## src/rtl/clock_pkg.sv

```systemverilog
// Shared alarm-clock constants, FSM state type and time-validation helper.
package clock_pkg;
  localparam int RING_SECONDS   = 60;
  localparam int SNOOZE_SECONDS = 300;
  localparam int MAX_SNOOZES    = 3;
  localparam int MIN_W          = 7;
  localparam int HOUR_W         = 6;
  localparam int TIMER_W        = $clog2(SNOOZE_SECONDS + 1);
  localparam int SNZ_W          = $clog2(MAX_SNOOZES + 1);

  typedef enum logic [1:0] {
    ST_DISARMED = 2'd0,
    ST_ARMED    = 2'd1,
    ST_RINGING  = 2'd2,
    ST_SNOOZE   = 2'd3
  } alarm_state_e;

  function automatic logic time_valid(input logic [MIN_W-1:0] m, input logic [HOUR_W-1:0] h);
    return (m <= MIN_W'(59)) && (h <= HOUR_W'(23));
  endfunction
endpackage

```

## src/rtl/sec_countdown.sv

```systemverilog
// Loadable seconds down-counter; load has priority over tick and it saturates at zero.
module sec_countdown #(
  parameter int W = 9
) (
  input  logic         clk,
  input  logic         rst,
  input  logic         load_i,
  input  logic [W-1:0] load_val_i,
  input  logic         tick_i,
  output logic [W-1:0] value_o,
  output logic         zero_o
);
  logic [W-1:0] cnt_q;

  always_ff @(posedge clk or posedge rst) begin
    if (rst) begin
      cnt_q <= '0;
    end else if (load_i) begin
      cnt_q <= load_val_i;
    end else if (tick_i && (cnt_q != '0)) begin
      cnt_q <= cnt_q - 1'b1;
    end
  end

  assign value_o = cnt_q;
  assign zero_o  = (cnt_q == '0);
endmodule

```

## src/rtl/alarm_controller.sv

```systemverilog
// Alarm FSM: edge-triggered match against stored time, timed ring, limited snoozes.
module alarm_controller
  import clock_pkg::*;
(
  input  logic              clk,
  input  logic              rst,
  input  logic              set_alarm,
  input  logic [MIN_W-1:0]  set_minutes,
  input  logic [HOUR_W-1:0] set_hours,
  input  logic [MIN_W-1:0]  cur_minutes,
  input  logic [HOUR_W-1:0] cur_hours,
  input  logic              sec_tick,
  input  logic              alarm_en,
  input  logic              snooze,
  input  logic              stop,
  output logic              alarm_ring,
  output logic              alarm_armed,
  output logic [MIN_W-1:0]  alarm_minutes,
  output logic [HOUR_W-1:0] alarm_hours,
  output logic              set_err
);
  alarm_state_e        state_q, state_d;
  logic [MIN_W-1:0]    alm_min_q;
  logic [HOUR_W-1:0]   alm_hr_q;
  logic [SNZ_W-1:0]    snz_cnt_q, snz_cnt_d;
  logic                match_q, ring_q, set_err_q;
  logic                set_ok, match, trigger, expire;
  logic                tmr_load, tmr_zero;
  logic [TIMER_W-1:0]  tmr_load_val, tmr_val;

  assign set_ok  = set_alarm && time_valid(set_minutes, set_hours);
  assign match   = (cur_hours == alm_hr_q) && (cur_minutes == alm_min_q);
  assign trigger = match && !match_q;
  // Expiry fires on the tick that takes the timer from 1 to 0.
  assign expire  = sec_tick && (tmr_zero || (tmr_val == TIMER_W'(1)));

  sec_countdown #(.W(TIMER_W)) u_timer (
    .clk        (clk),
    .rst        (rst),
    .load_i     (tmr_load),
    .load_val_i (tmr_load_val),
    .tick_i     (sec_tick),
    .value_o    (tmr_val),
    .zero_o     (tmr_zero)
  );

  always_comb begin
    state_d      = state_q;
    snz_cnt_d    = snz_cnt_q;
    tmr_load     = 1'b0;
    tmr_load_val = TIMER_W'(RING_SECONDS);
    if (!alarm_en) begin
      state_d = ST_DISARMED;
    end else begin
      case (state_q)
        ST_DISARMED: state_d = ST_ARMED;
        ST_ARMED: begin
          if (trigger) begin
            state_d   = ST_RINGING;
            tmr_load  = 1'b1;
            snz_cnt_d = '0;
          end
        end
        ST_RINGING: begin
          if (set_ok) begin
            state_d   = ST_ARMED;
            snz_cnt_d = '0;
          end else if (stop) begin
            state_d = ST_ARMED;
          end else if (snooze) begin
            if (snz_cnt_q < SNZ_W'(MAX_SNOOZES)) begin
              state_d      = ST_SNOOZE;
              snz_cnt_d    = snz_cnt_q + 1'b1;
              tmr_load     = 1'b1;
              tmr_load_val = TIMER_W'(SNOOZE_SECONDS);
            end else begin
              state_d = ST_ARMED;
            end
          end else if (expire) begin
            state_d = ST_ARMED;
          end
        end
        ST_SNOOZE: begin
          if (set_ok) begin
            state_d   = ST_ARMED;
            snz_cnt_d = '0;
          end else if (stop) begin
            state_d = ST_ARMED;
          end else if (expire) begin
            state_d  = ST_RINGING;
            tmr_load = 1'b1;
          end
        end
        default: state_d = ST_DISARMED;
      endcase
    end
  end

  always_ff @(posedge clk or posedge rst) begin
    if (rst) begin
      state_q   <= ST_DISARMED;
      alm_min_q <= '0;
      alm_hr_q  <= '0;
      snz_cnt_q <= '0;
      match_q   <= 1'b1;
      ring_q    <= 1'b0;
      set_err_q <= 1'b0;
    end else begin
      state_q   <= state_d;
      snz_cnt_q <= snz_cnt_d;
      match_q   <= match;
      ring_q    <= (state_d == ST_RINGING);
      set_err_q <= set_alarm && !set_ok;
      if (set_ok) begin
        alm_min_q <= set_minutes;
        alm_hr_q  <= set_hours;
      end
    end
  end

  assign alarm_ring    = ring_q;
  assign alarm_armed   = (state_q == ST_ARMED) || (state_q == ST_SNOOZE);
  assign alarm_minutes = alm_min_q;
  assign alarm_hours   = alm_hr_q;
  assign set_err       = set_err_q;
endmodule

```

## config.mk

```make
export PLATFORM = sky130hd
export DESIGN_NAME = alarm_controller
export DESIGN_NICKNAME = d
export VERILOG_FILES = /design/src/rtl/clock_pkg.sv /design/src/rtl/sec_countdown.sv /design/src/rtl/alarm_controller.sv
export SDC_FILE = /design/constraint.sdc
export NUM_CORES = 1
export LEC_CHECK = 0
export BUFFER_PORTS_ARGS = -buffer_cell sky130_fd_sc_hd__buf_2
export CORE_ASPECT_RATIO = 0.7
export CORE_UTILIZATION = 54
export CTS_CLUSTER_DIAMETER = 100
export DETAILED_ROUTE_END_ITERATION = 10
export GPL_TIMING_DRIVEN = 1
export PLACE_DENSITY = 0.93
export SETUP_SLACK_MARGIN = 0.4
export SLEW_MARGIN = 25
export SYNTH_ARGS = -nofsm -noshare
export SYNTH_HDL_FRONTEND = slang
export SYNTH_SLANG_ARGS = --single-unit
```

## constraint.sdc

```tcl
create_clock -name clk -period 4.4 [get_ports clk]
set_input_delay 0.22 -clock clk [delete_from_list [all_inputs] [get_ports clk]]
set_output_delay 0.22 -clock clk [all_outputs]
set_load 0.01 [all_outputs]
```

## Word-level counts from Yosys, hierarchy flattened

Cells that the tools add are included.

| storage, ports and cells | value |
|---|---|
| input bits | 33 |
| bits in registers | 29 |
| logic and storage cells | 78 |
| output and inout port bits | 16 |

| cells by class | value |
|---|---|
| equal/unequal tests | 12 |
| add/subtract/negate cells | 2 |
| reductions and logical operators | 17 |
| magnitude comparators | 3 |
| mux-type cells | 36 |

Operators by type and width:

| cell | number |
|---|---|
| 9-bit two-way mux | 8 |
| 2-bit two-way mux | 16 |
| 9-bit by 1-bit equality test with 1-bit output, second input constant | 1 |
| 9-bit logical NOT | 1 |
| 1-bit two-way mux | 9 |
| 3-bit != test, second input constant | 3 |
| 9-bit nonzero test | 1 |
| 9-bit by 1-bit subtractor with 9-bit output, second input constant | 1 |
| 2-bit one-hot mux with 4 select lines | 1 |
| 7-bit equality test | 1 |
| 7-bit by 6-bit <= comparator with 1-bit output, second input constant | 1 |
| 1-bit logical AND | 7 |
| 7-bit AND reduction | 1 |
| 2-bit equality test, second input constant | 3 |
| 6-bit equality test | 1 |
| 6-bit by 5-bit <= comparator with 1-bit output, second input constant | 1 |
| 2-bit one-hot mux with 3 select lines | 1 |
| 2-bit != test, second input constant | 2 |
| 1-bit one-hot mux with 3 select lines | 1 |
| 3-bit nonzero test | 1 |
| 2-bit by 1-bit adder with 2-bit output, second input constant | 1 |
| 2-bit by 1-bit equality test with 1-bit output, second input constant | 1 |
| 1-bit logical NOT | 2 |
| 2-bit logical NOT | 1 |
| other kinds (3) | 4 |

## Longest topological paths before layout

Gate-level depths: netlist of run 1.

| logic depth | value |
|---|---|
| word-level depth | 10 |
| mapped depth | 8 |
| gate-level depth less buffers | 7 |

## Cells and area by module

From an unflattened synthesis of run 1, not the netlist that was laid out.

| unflattened totals | value |
|---|---|
| cell total of the unflattened synthesis | 170 |
| area, all modules | 1695.4 sq um |

Modules (own cells, without submodules):

| module | instances | seq. area each (sq um) | cells each | area each (sq um) |
|---|---|---|---|---|
| alarm_controller | 1 | 501.7 | 105 | 1123.6 |
| sec_countdown | 1 | 225.2 | 65 | 571.8 |

## Worst setup path after synthesis of run 1

Ideal clock, no wire load.

| timing path | value |
|---|---|
| path kind | reg2reg |
| start | reg u_timer.cnt_q[0] (netlist: u_timer.value_o[0]) |
| end | reg u_timer.cnt_q[5] (netlist: u_timer.value_o[5]) |
| path slack | 2.529 ns |
| library setup time | 0.118 ns |
| path buffers | 0 |
| cell stages (with the launch flop) | 6 |
| clock period less this slack | 1.871 ns |
| required time | 4.282 ns |
| arrival | 1.753 ns |
| cell sequence | dfrtp_1 -> or4b_1 -> a311oi_1 -> or2b_1 -> xnor2_1 -> a21o_1 |

| on the way | value |
|---|---|
| word-level cells in the longest chain between the ends | 9 |
| elaborated cells between the ends (all ways) | 15 |
| those cells by class | add/sub (1); eq/ne (1); mux (7); reduce/logical (6) |

RTL lines:

| item | line | RTL |
|---|---|---|
| from (decl) | sec_countdown.sv:13 | `logic [W-1:0] cnt_q;` |
| from (signal assigned) | sec_countdown.sv:19 | `cnt_q <= load_val_i;` |
| from (signal assigned) | sec_countdown.sv:21 | `cnt_q <= cnt_q - 1'b1;` |
| 9-bit by 1-bit equality test with 1-bit output / 9-bit logical NOT (equally long branches) | alarm_controller.sv:35, sec_countdown.sv:26 |  |
| 1-bit logical OR | alarm_controller.sv:35 | `assign expire = sec_tick && (tmr_zero \|\| (tmr_val == TIMER_W'(1)));` |
| 1-bit logical AND | alarm_controller.sv:35 |  |
| 1-bit two-way mux | alarm_controller.sv:89 | `end else if (expire) begin` |
| 1-bit two-way mux | alarm_controller.sv:87 | `end else if (stop) begin` |
| 1-bit two-way mux | alarm_controller.sv:84 | `if (set_ok) begin` |
| 1-bit one-hot mux with 3 select lines | alarm_controller.sv:55 | `case (state_q)` |
| 1-bit two-way mux | alarm_controller.sv:52 | `if (!alarm_en) begin` |
| 9-bit two-way mux / 2-bit nonzero test (equally long branches) | - |  |

Parallel ways exist; a longest one is shown, timed or not. The select of a mux whose other input is x is not followed.
A chain may end at the register's enable or synchronous reset.

## Worst setup path in the final report of run 1

| timing path | value |
|---|---|
| start | reg alm_min_q[4] (netlist: alarm_minutes[4]) |
| end | reg u_timer.cnt_q[1] (netlist: u_timer.value_o[1]) |

| on the way | value |
|---|---|
| word-level cells in the longest chain between the ends | 7 |
| elaborated cells between the ends (all ways) | 8 |
| those cells by class | eq/ne (1); mux (4); reduce/logical (3) |

RTL lines:

| item | line | RTL |
|---|---|---|
| from (decl) | alarm_controller.sv:23 | `logic [MIN_W-1:0] alm_min_q;` |
| from (signal assigned) | alarm_controller.sv:115 | `alm_min_q <= set_minutes;` |
| 7-bit equality test * | alarm_controller.sv:32 | `assign match = (cur_hours == alm_hr_q) && (cur_minutes == alm_min_q);` |
| 1-bit logical AND * | alarm_controller.sv:32 |  |
| net match | alarm_controller.sv:27 | `logic set_ok, match, trigger, expire;` |
| 1-bit logical AND * | alarm_controller.sv:33 | `assign trigger = match && !match_q;` |
| 1-bit two-way mux * | alarm_controller.sv:58 | `if (trigger) begin` |
| 1-bit one-hot mux with 3 select lines * | alarm_controller.sv:55 |  |
| 1-bit two-way mux * | alarm_controller.sv:52 |  |
| 9-bit two-way mux / 2-bit nonzero test (equally long branches) | - |  |

Mark *: on every way through the listed nets, which the timed path passes. The rest lies on a longest branch.

==> results.sh, run 1 <==
export IMPL_run_status="finished, final reports clean"
export IMPL_antenna_cells=0
export IMPL_grt_overflow=0
export IMPL_route_detailed_drc=0
export IMPL_finalNetCount=233
export IMPL_finalSetupViolCount=0
export IMPL_yosysTopAreaCellShare_pct=44.2
export IMPL_cts_sinks=29
export IMPL_grt_pass1_wl_um=5600
export IMPL_ys_top_cells_by_count="dfrtp_1 (28), xnor2_1 (17), mux2_2 (11)"
export IMPL_worstMarginPinSlew_ns=0.835
export IMPL_postRouteAntennaNets=0
export IMPL_dr_total_vias=1349
export IMPL_die_height_um=47.3
export IMPL_cts_root_buffer="clkbuf_8"
export IMPL_synth_edf_count=0
export IMPL_ys_ff_latch=29
export IMPL_r2r_end="u_timer.value_o[1]"
export IMPL_endpoint="u_timer.value_o[1]"
export IMPL_grt_usage_pct=25.5
export IMPL_wirelength_um=3620
export IMPL_setup_worst_path_start_class="flip-flop"
export IMPL_final_layout_size_suffix_gt1_share_pct=38.6
export IMPL_grt_max_degree=30
export IMPL_rsz0062_at_grt="no"
export IMPL_ys_flop_type="dfrtp_1"
export IMPL_hp_class="in2async"
export IMPL_core_um2=2780
export IMPL_antenna_found_initial=0
export IMPL_clockBufferDepth=2
export IMPL_yosysSeqAreaShare_pct=45.9
export IMPL_clk_pin_slew_ns=0.07
export IMPL_finalCriticalPeriod_ns=2.10
export IMPL_syn_avg_cell_area_um2=10.9
export IMPL_wl_per_cell_um=15.6
export IMPL_ys_types=46
export IMPL_drv_slew=0
export IMPL_fin_area_um2=1960
export IMPL_synth_largest_area_cell="dfrtp_1"
export IMPL_start_util_pct=56.9
export IMPL_r2r_start="alarm_minutes[4]"
export IMPL_grt_pass1_vias=1217
export IMPL_p_per_area_nw_per_um2=500
export IMPL_r2r_cells=5
export IMPL_gp_congestion=0.814
export IMPL_cts_made_buffers=5
export IMPL_dp_hpwl_um=2700
export IMPL_synth_async_reset_ratio_pct=100
export IMPL_vdd_drop_max_uv=354
export IMPL_place_area_um2=1850
export IMPL_power_uw=981
export IMPL_setup_tns_ns=0
export IMPL_synthTopCellsByArea="dfrtp_1 (44%), xnor2_1 (9.4%), mux2_2 (7.8%)"
export IMPL_cts_setup_buffers=0
export IMPL_portBuffers=48
export IMPL_first_pass_iters=4
export IMPL_placementRows=16
export IMPL_cts_htree_levels=2
export IMPL_cts_tree="built"
export IMPL_cap_violations=0
export IMPL_syn_nets=182
export IMPL_worstPathArrival_ns=2.24
export IMPL_critPathLaunch="alarm_minutes[4]"
export IMPL_die_width_um=66.7
export IMPL_clock_fmax_ghz=0.475
export IMPL_ys_warn_count=0
export IMPL_clkLatencyLatePin_ns=0.28
export IMPL_crit_type="reg2reg"
export IMPL_leakage_nw=0.896
export IMPL_cts_resized=0
export IMPL_synth_most_common_cell="dfrtp_1"
export IMPL_fp_dieArea_um2=3160
export IMPL_io_pins=49
export IMPL_area_growth_pct=23.9
export IMPL_finalHoldViolCount=0
export IMPL_path_max_fanout=9
export IMPL_clock_skew_ns=0.0121
export IMPL_r2r_slack_ns=2.30
export IMPL_syn_area_um2=1580
export IMPL_slew_headroom_pct=43.8
export IMPL_fin_crit_sh_pct=47.8
export IMPL_worst_setup_path_end_kind="flip-flop"
export IMPL_vias_per_cell=5.79
export IMPL_timing_hold_ws_ns=0.00120
export IMPL_cts_hold_buf=0
export IMPL_required_ns=4.54
export IMPL_syn_inst=145
export IMPL_first_iter_violations=138
[sequential cells by signal, summed over array words and instances, names as in the netlist]
register and count:
set_err 1, snz_cnt_q 2, state_q 2, alarm_minutes 7, u_timer.value_o 9, alarm_ring 1, match_q 1, alarm_hours 6
[worst max-delay path, stage by stage, from the launching register on]
cell and delay, ns:
dfrtp_1 0.41, xnor2_1 0.21, nand3_1 0.13, nor4_1 0.74, a21bo_2 0.37, a221oi_1 0.11
[worst min-delay path by stage]
stage                      start                  to  slack [ns]  cells past startpoint
floorplan                    rst      alarm_hours[0]        0.30                      1
global placement    set_hours[0]      alarm_hours[0]        0.45                      2
detailed placement           rst    alarm_minutes[1]        0.32                      2
CTS                          rst        snz_cnt_q[0]        0.02                      2
global route                 rst  u_timer.value_o[8]        0.04                      2
finish                       rst        snz_cnt_q[0]       0.001                      2
[stage by stage]
| step | utilization, % | worst slack, ns | std cells |
|---|---|---|---|
| 2_1_floorplan | - | 2.53 | 145 |
| 3_3_place_gp | 66.3 | 2.47 | 225 |
| 3_5_place_dp | 66.3 | 2.38 | 225 |
| 4_1_cts | 70.5 | 2.36 | 233 |
| 5_1_grt | 70.5 | 2.20 | 233 |
| 6_report | 70.5 | 2.30 | 233 |
[cell type report]
cell class | count | area, µm²
clock buffer | 7 | 86.3
sequential | 29 | 727
multi-input combinational | 103 | 800
timing repair buffer | 48 | 240
inverter | 9 | 33.8
fill | 217 | 821
tap | 36 | 45.0
clock inverter | 1 | 30.0
[layer usage]
| metal | up-vias | routed length (µm) | GRT usage [%] | share of wire [%] |
|---|---|---|---|---|
| li1 | 626 | - | - | - |
| met5 | - | 0 | 0 | 0 |
| met2 | 51 | 1740 | 40.8 | 48 |
| met4 | 0 | 44 | 11.5 | 1.2 |
| met1 | 668 | 1620 | 33.7 | 45 |
| met3 | 4 | 216 | 5.83 | 6.0 |
[cell usage in the layout (no fill, tap or decap), drive strengths merged, types with 2 or more instances in the layout]
master,n
and2,3
mux2,11
a221o,2
clkbuf,7
nand2,5
a311oi,2
nand3,2
xor2,2
inv,9
nor2,7
o21ai,5
and3,2
nor3b,3
ha,4
dfrtp,28
nor4,4
xnor2,17
nand4,4
o2bb2ai,2
a21oi,6
buf,48
o21bai,2
[cells by family after synthesis]
logic type,synth area share (%)
DFF,45.9
adders and majority gates,3.16
muxes,8.45
buffers and inverters,3.63
xor gates and xnor gates,10.5
and+or+nand+nor,14.5
AOI/OAI and AO/OA,13.8
[power breakdown]
group | internal (mW) | total (mW) | switching (mW) | leakage, nW
combinational | 0.147 | 0.284 | 0.137 | 0.484
sequential | 0.334 | 0.409 | 0.0752 | 0.353
clock | 0.184 | 0.287 | 0.103 | 0.0585
total | 0.666 | 0.981 | 0.315 | 0.896
Power figures use the tool's default switching activity.
==> run 2: changes to the inputs <==
--- a/config.mk
+++ b/config.mk
@@ -5,13 +5,14 @@
 export SDC_FILE = /design/constraint.sdc
 export NUM_CORES = 1
 export LEC_CHECK = 0
+export ABC_AREA = 1
 export BUFFER_PORTS_ARGS = -buffer_cell sky130_fd_sc_hd__buf_2
 export CORE_ASPECT_RATIO = 0.7
-export CORE_UTILIZATION = 54
+export CORE_UTILIZATION = 47
 export CTS_CLUSTER_DIAMETER = 100
 export DETAILED_ROUTE_END_ITERATION = 10
 export GPL_TIMING_DRIVEN = 1
-export PLACE_DENSITY = 0.93
+export PLACE_DENSITY = 0.85
 export SETUP_SLACK_MARGIN = 0.4
 export SLEW_MARGIN = 25
 export SYNTH_ARGS = -nofsm -noshare
==> constraint.sdc (replaced) <==
create_clock -name clk -period 1.74 [get_ports clk]
set_input_delay 0.087 -clock clk [delete_from_list [all_inputs] [get_ports clk]]
set_output_delay 0.087 -clock clk [all_outputs]
set_load 0.01 [all_outputs]
==> results.sh, run 2 <==
export IMPL_yosysTopAreaCellShare_pct=39.5
export IMPL_ys_flop_type="dfrtp_1"
export IMPL_syn_nets=283
export IMPL_cts_tree="built"
export IMPL_cts_made_buffers=5
export IMPL_gp_congestion=0.840
export IMPL_clk_pin_slew_ns=0.06
export IMPL_syn_avg_cell_area_um2=7.22
export IMPL_place_area_um2=2090
export IMPL_final_cell_mix="nand2_1 (70), buf_2 (48), inv_1 (39), dfrtp_1 (25), nor2_1 (18)"
export IMPL_largest_reg_flops=9
export IMPL_placementRows=18
export IMPL_fp_dieArea_um2=4030
export IMPL_yosysSeqAreaShare_pct=40.9
export IMPL_finalSetupViolCount=0
export IMPL_crit_type="reg2reg"
export IMPL_syn_inst=246
export IMPL_min_path_cells=3
export IMPL_clock_fmax_ghz=0.627
export IMPL_core_um2=3560
export IMPL_setup_tns_ns=0
export IMPL_ys_ff_latch=29
export IMPL_wirelength_um=4320
export IMPL_grt_max_degree=30
export IMPL_grt_usage_pct=22.2
export IMPL_grt_overflow=0
export IMPL_fin_ws_ns=0.146
export IMPL_grt_pass1_vias=1526
export IMPL_die_width_um=75.5
export IMPL_cts_sinks=29
export IMPL_worstMarginPinSlew_ns=0.480
export IMPL_area_growth_pct=36.9
export IMPL_pre_cts_ws_ns=0.150
export IMPL_cap_violations=0
export IMPL_first_iter_violations=138
export IMPL_synthTopCellsByArea="dfrtp_1 (39%), nand2_1 (16%), inv_1 (8.9%)"
export IMPL_vias_per_cell=4.78
export IMPL_first_pass_iters=4
export IMPL_io_pins=49
export IMPL_postRouteAntennaNets=0
export IMPL_synth_most_common_cell="nand2_1"
export IMPL_leakage_nw=1.33
export IMPL_hp_class="in2reg"
export IMPL_die_height_um=53.4
export IMPL_worst_setup_path_end_kind="flip-flop"
export IMPL_wl_per_cell_um=11.9
export IMPL_clkLatencyLatePin_ns=0.28
export IMPL_slew_headroom_pct=68.0
export IMPL_clock_skew_ns=0.00863
export IMPL_grt_pass1_wl_um=6530
export IMPL_p_per_area_nw_per_um2=1040
export IMPL_required_ns=1.92
export IMPL_final_common_cell="nand2_1"
export IMPL_synth_async_reset_ratio_pct=100
export IMPL_cts_root_buffer="clkbuf_8"
export IMPL_final_layout_size_suffix_gt1_share_pct=39.5
export IMPL_route_detailed_drc=0
export IMPL_finalCriticalPeriod_ns=1.59
export IMPL_start_util_pct=49.9
export IMPL_finalHoldViolCount=0
export IMPL_drv_slew=0
export IMPL_ys_types=30
export IMPL_finalNetCount=350
export IMPL_dr_total_vias=1739
export IMPL_antenna_found_initial=0
export IMPL_r2r_cells=12
export IMPL_synth_edf_count=0
export IMPL_synth_largest_area_cell="dfrtp_1"
export IMPL_dp_hpwl_um=2840
export IMPL_run_status="finished, final reports clean"
export IMPL_fin_crit_sh_pct=91.6
export IMPL_setup_worst_path_start_class="flip-flop"
export IMPL_num_fill_cells=306
export IMPL_portBuffers=48
export IMPL_ys_top_cells_by_count="nand2_1 (76), inv_1 (42), dfrtp_1 (28)"
export IMPL_cts_htree_levels=2
export IMPL_ys_warn_count=0
export IMPL_fin_area_um2=2430
export IMPL_clockBufferDepth=2
export IMPL_path_max_fanout=5
export IMPL_vdd_drop_max_uv=559
export IMPL_antenna_cells=0
export IMPL_rsz0062_at_grt="yes"
export IMPL_worstPathArrival_ns=1.78
export IMPL_syn_area_um2=1780
## run 2: changes by cell type in the layout (fill, tap and decap cells not counted), sizes merged, moves of 3 or more
cell and delta:
nand3 +14, inv +37, nor3b -3, mux2 -11, o21ai +11, nor4 -3
nor3 +3, nand2 +77, buf +13, xnor2 -13, a21oi -6, nor2 +22
## run 2: path summary, 6_finish.rpt
check                                        start                  to  slack (ns)
worst max-delay path            u_timer.value_o[0]  u_timer.value_o[4]        0.15
worst min-delay path                  set_hours[2]      alarm_hours[2]       0.006
worst min register to register        snz_cnt_q[1]        snz_cnt_q[1]        0.52
max in group asynchronous                      rst             match_q        1.02
min in group asynchronous                      rst  u_timer.value_o[5]        0.41
worst max register to register  u_timer.value_o[0]  u_timer.value_o[4]        0.15
## run 2: cell type report
| class | count | area, µm² | area share, % |
|---|---|---|---|
| inverter | 46 | 175 | 7.21 |
| clock inverter | 2 | 10.0 | 0.412 |
| clock buffer | 6 | 72.6 | 2.99 |
| multi-input combinational | 169 | 1020 | 42.2 |
| sequential | 29 | 731 | 30.1 |
| timing repair buffer | 62 | 355 | 14.6 |
| tap | 50 | 62.6 | 2.57 |
## run 2: power breakdown
part	internal (mW)	switching [mW]
clock network	0.276	0.258
registers	0.835	0.159
logic	0.471	0.540
## run 2: repair_timing
action / CTS / global route
resized for setup: 16 / 25
hold endpoints to repair: 28 / 0
setup endpoints to repair: 14 / 14
cloned: 1 / 0
buffers inserted: 8 / 4
hold buffers: 1 / 0
pin swaps: 13 / 12
## run 2: cells by family after synthesis
family                     count (synthesis)  synth area share [%]
adders and majority gates                  4                  2.82
buffers and inverters                     49                  10.4
DFF                                       29                  40.9
AOI/OAI and AO/OA                         19                  6.27
and+or+nand+nor                          138                  36.1
xor gates and xnor gates                   7                  3.45
## run 2: layer usage
layer	wire length [µm]	global-route usage [%]
met1	2050	28.4
met4	44	10.2
met3	168	5.52
met2	2060	35.4
met5	0	0
## run 2: per-stage QoR
step	cells	util, %	hold slack [ns]	power (mW)
3_3_place_gp	342	58.6	0.175	1.67
3_5_place_dp	342	58.6	0.174	1.70
6_report	364	68.3	0.00607	2.54
5_1_grt	364	68.3	0.0195	2.71
2_1_floorplan	246	-	0.164	1.47
4_1_cts	360	64.7	0.000536	2.35
## run 2: worst max-delay path, stage by stage (launching register included)
cell and delay [ns]:
dfrtp_2 0.43, buf_6 0.13, ha_4 0.15, nor2_4 0.12, nor2_4 0.04, nand4_1 0.07
nor2_1 0.06, nor2_2 0.12, nand2_4 0.10, nand2_4 0.11, nand3_1 0.08, nand2_1 0.07
inv_1 0.03
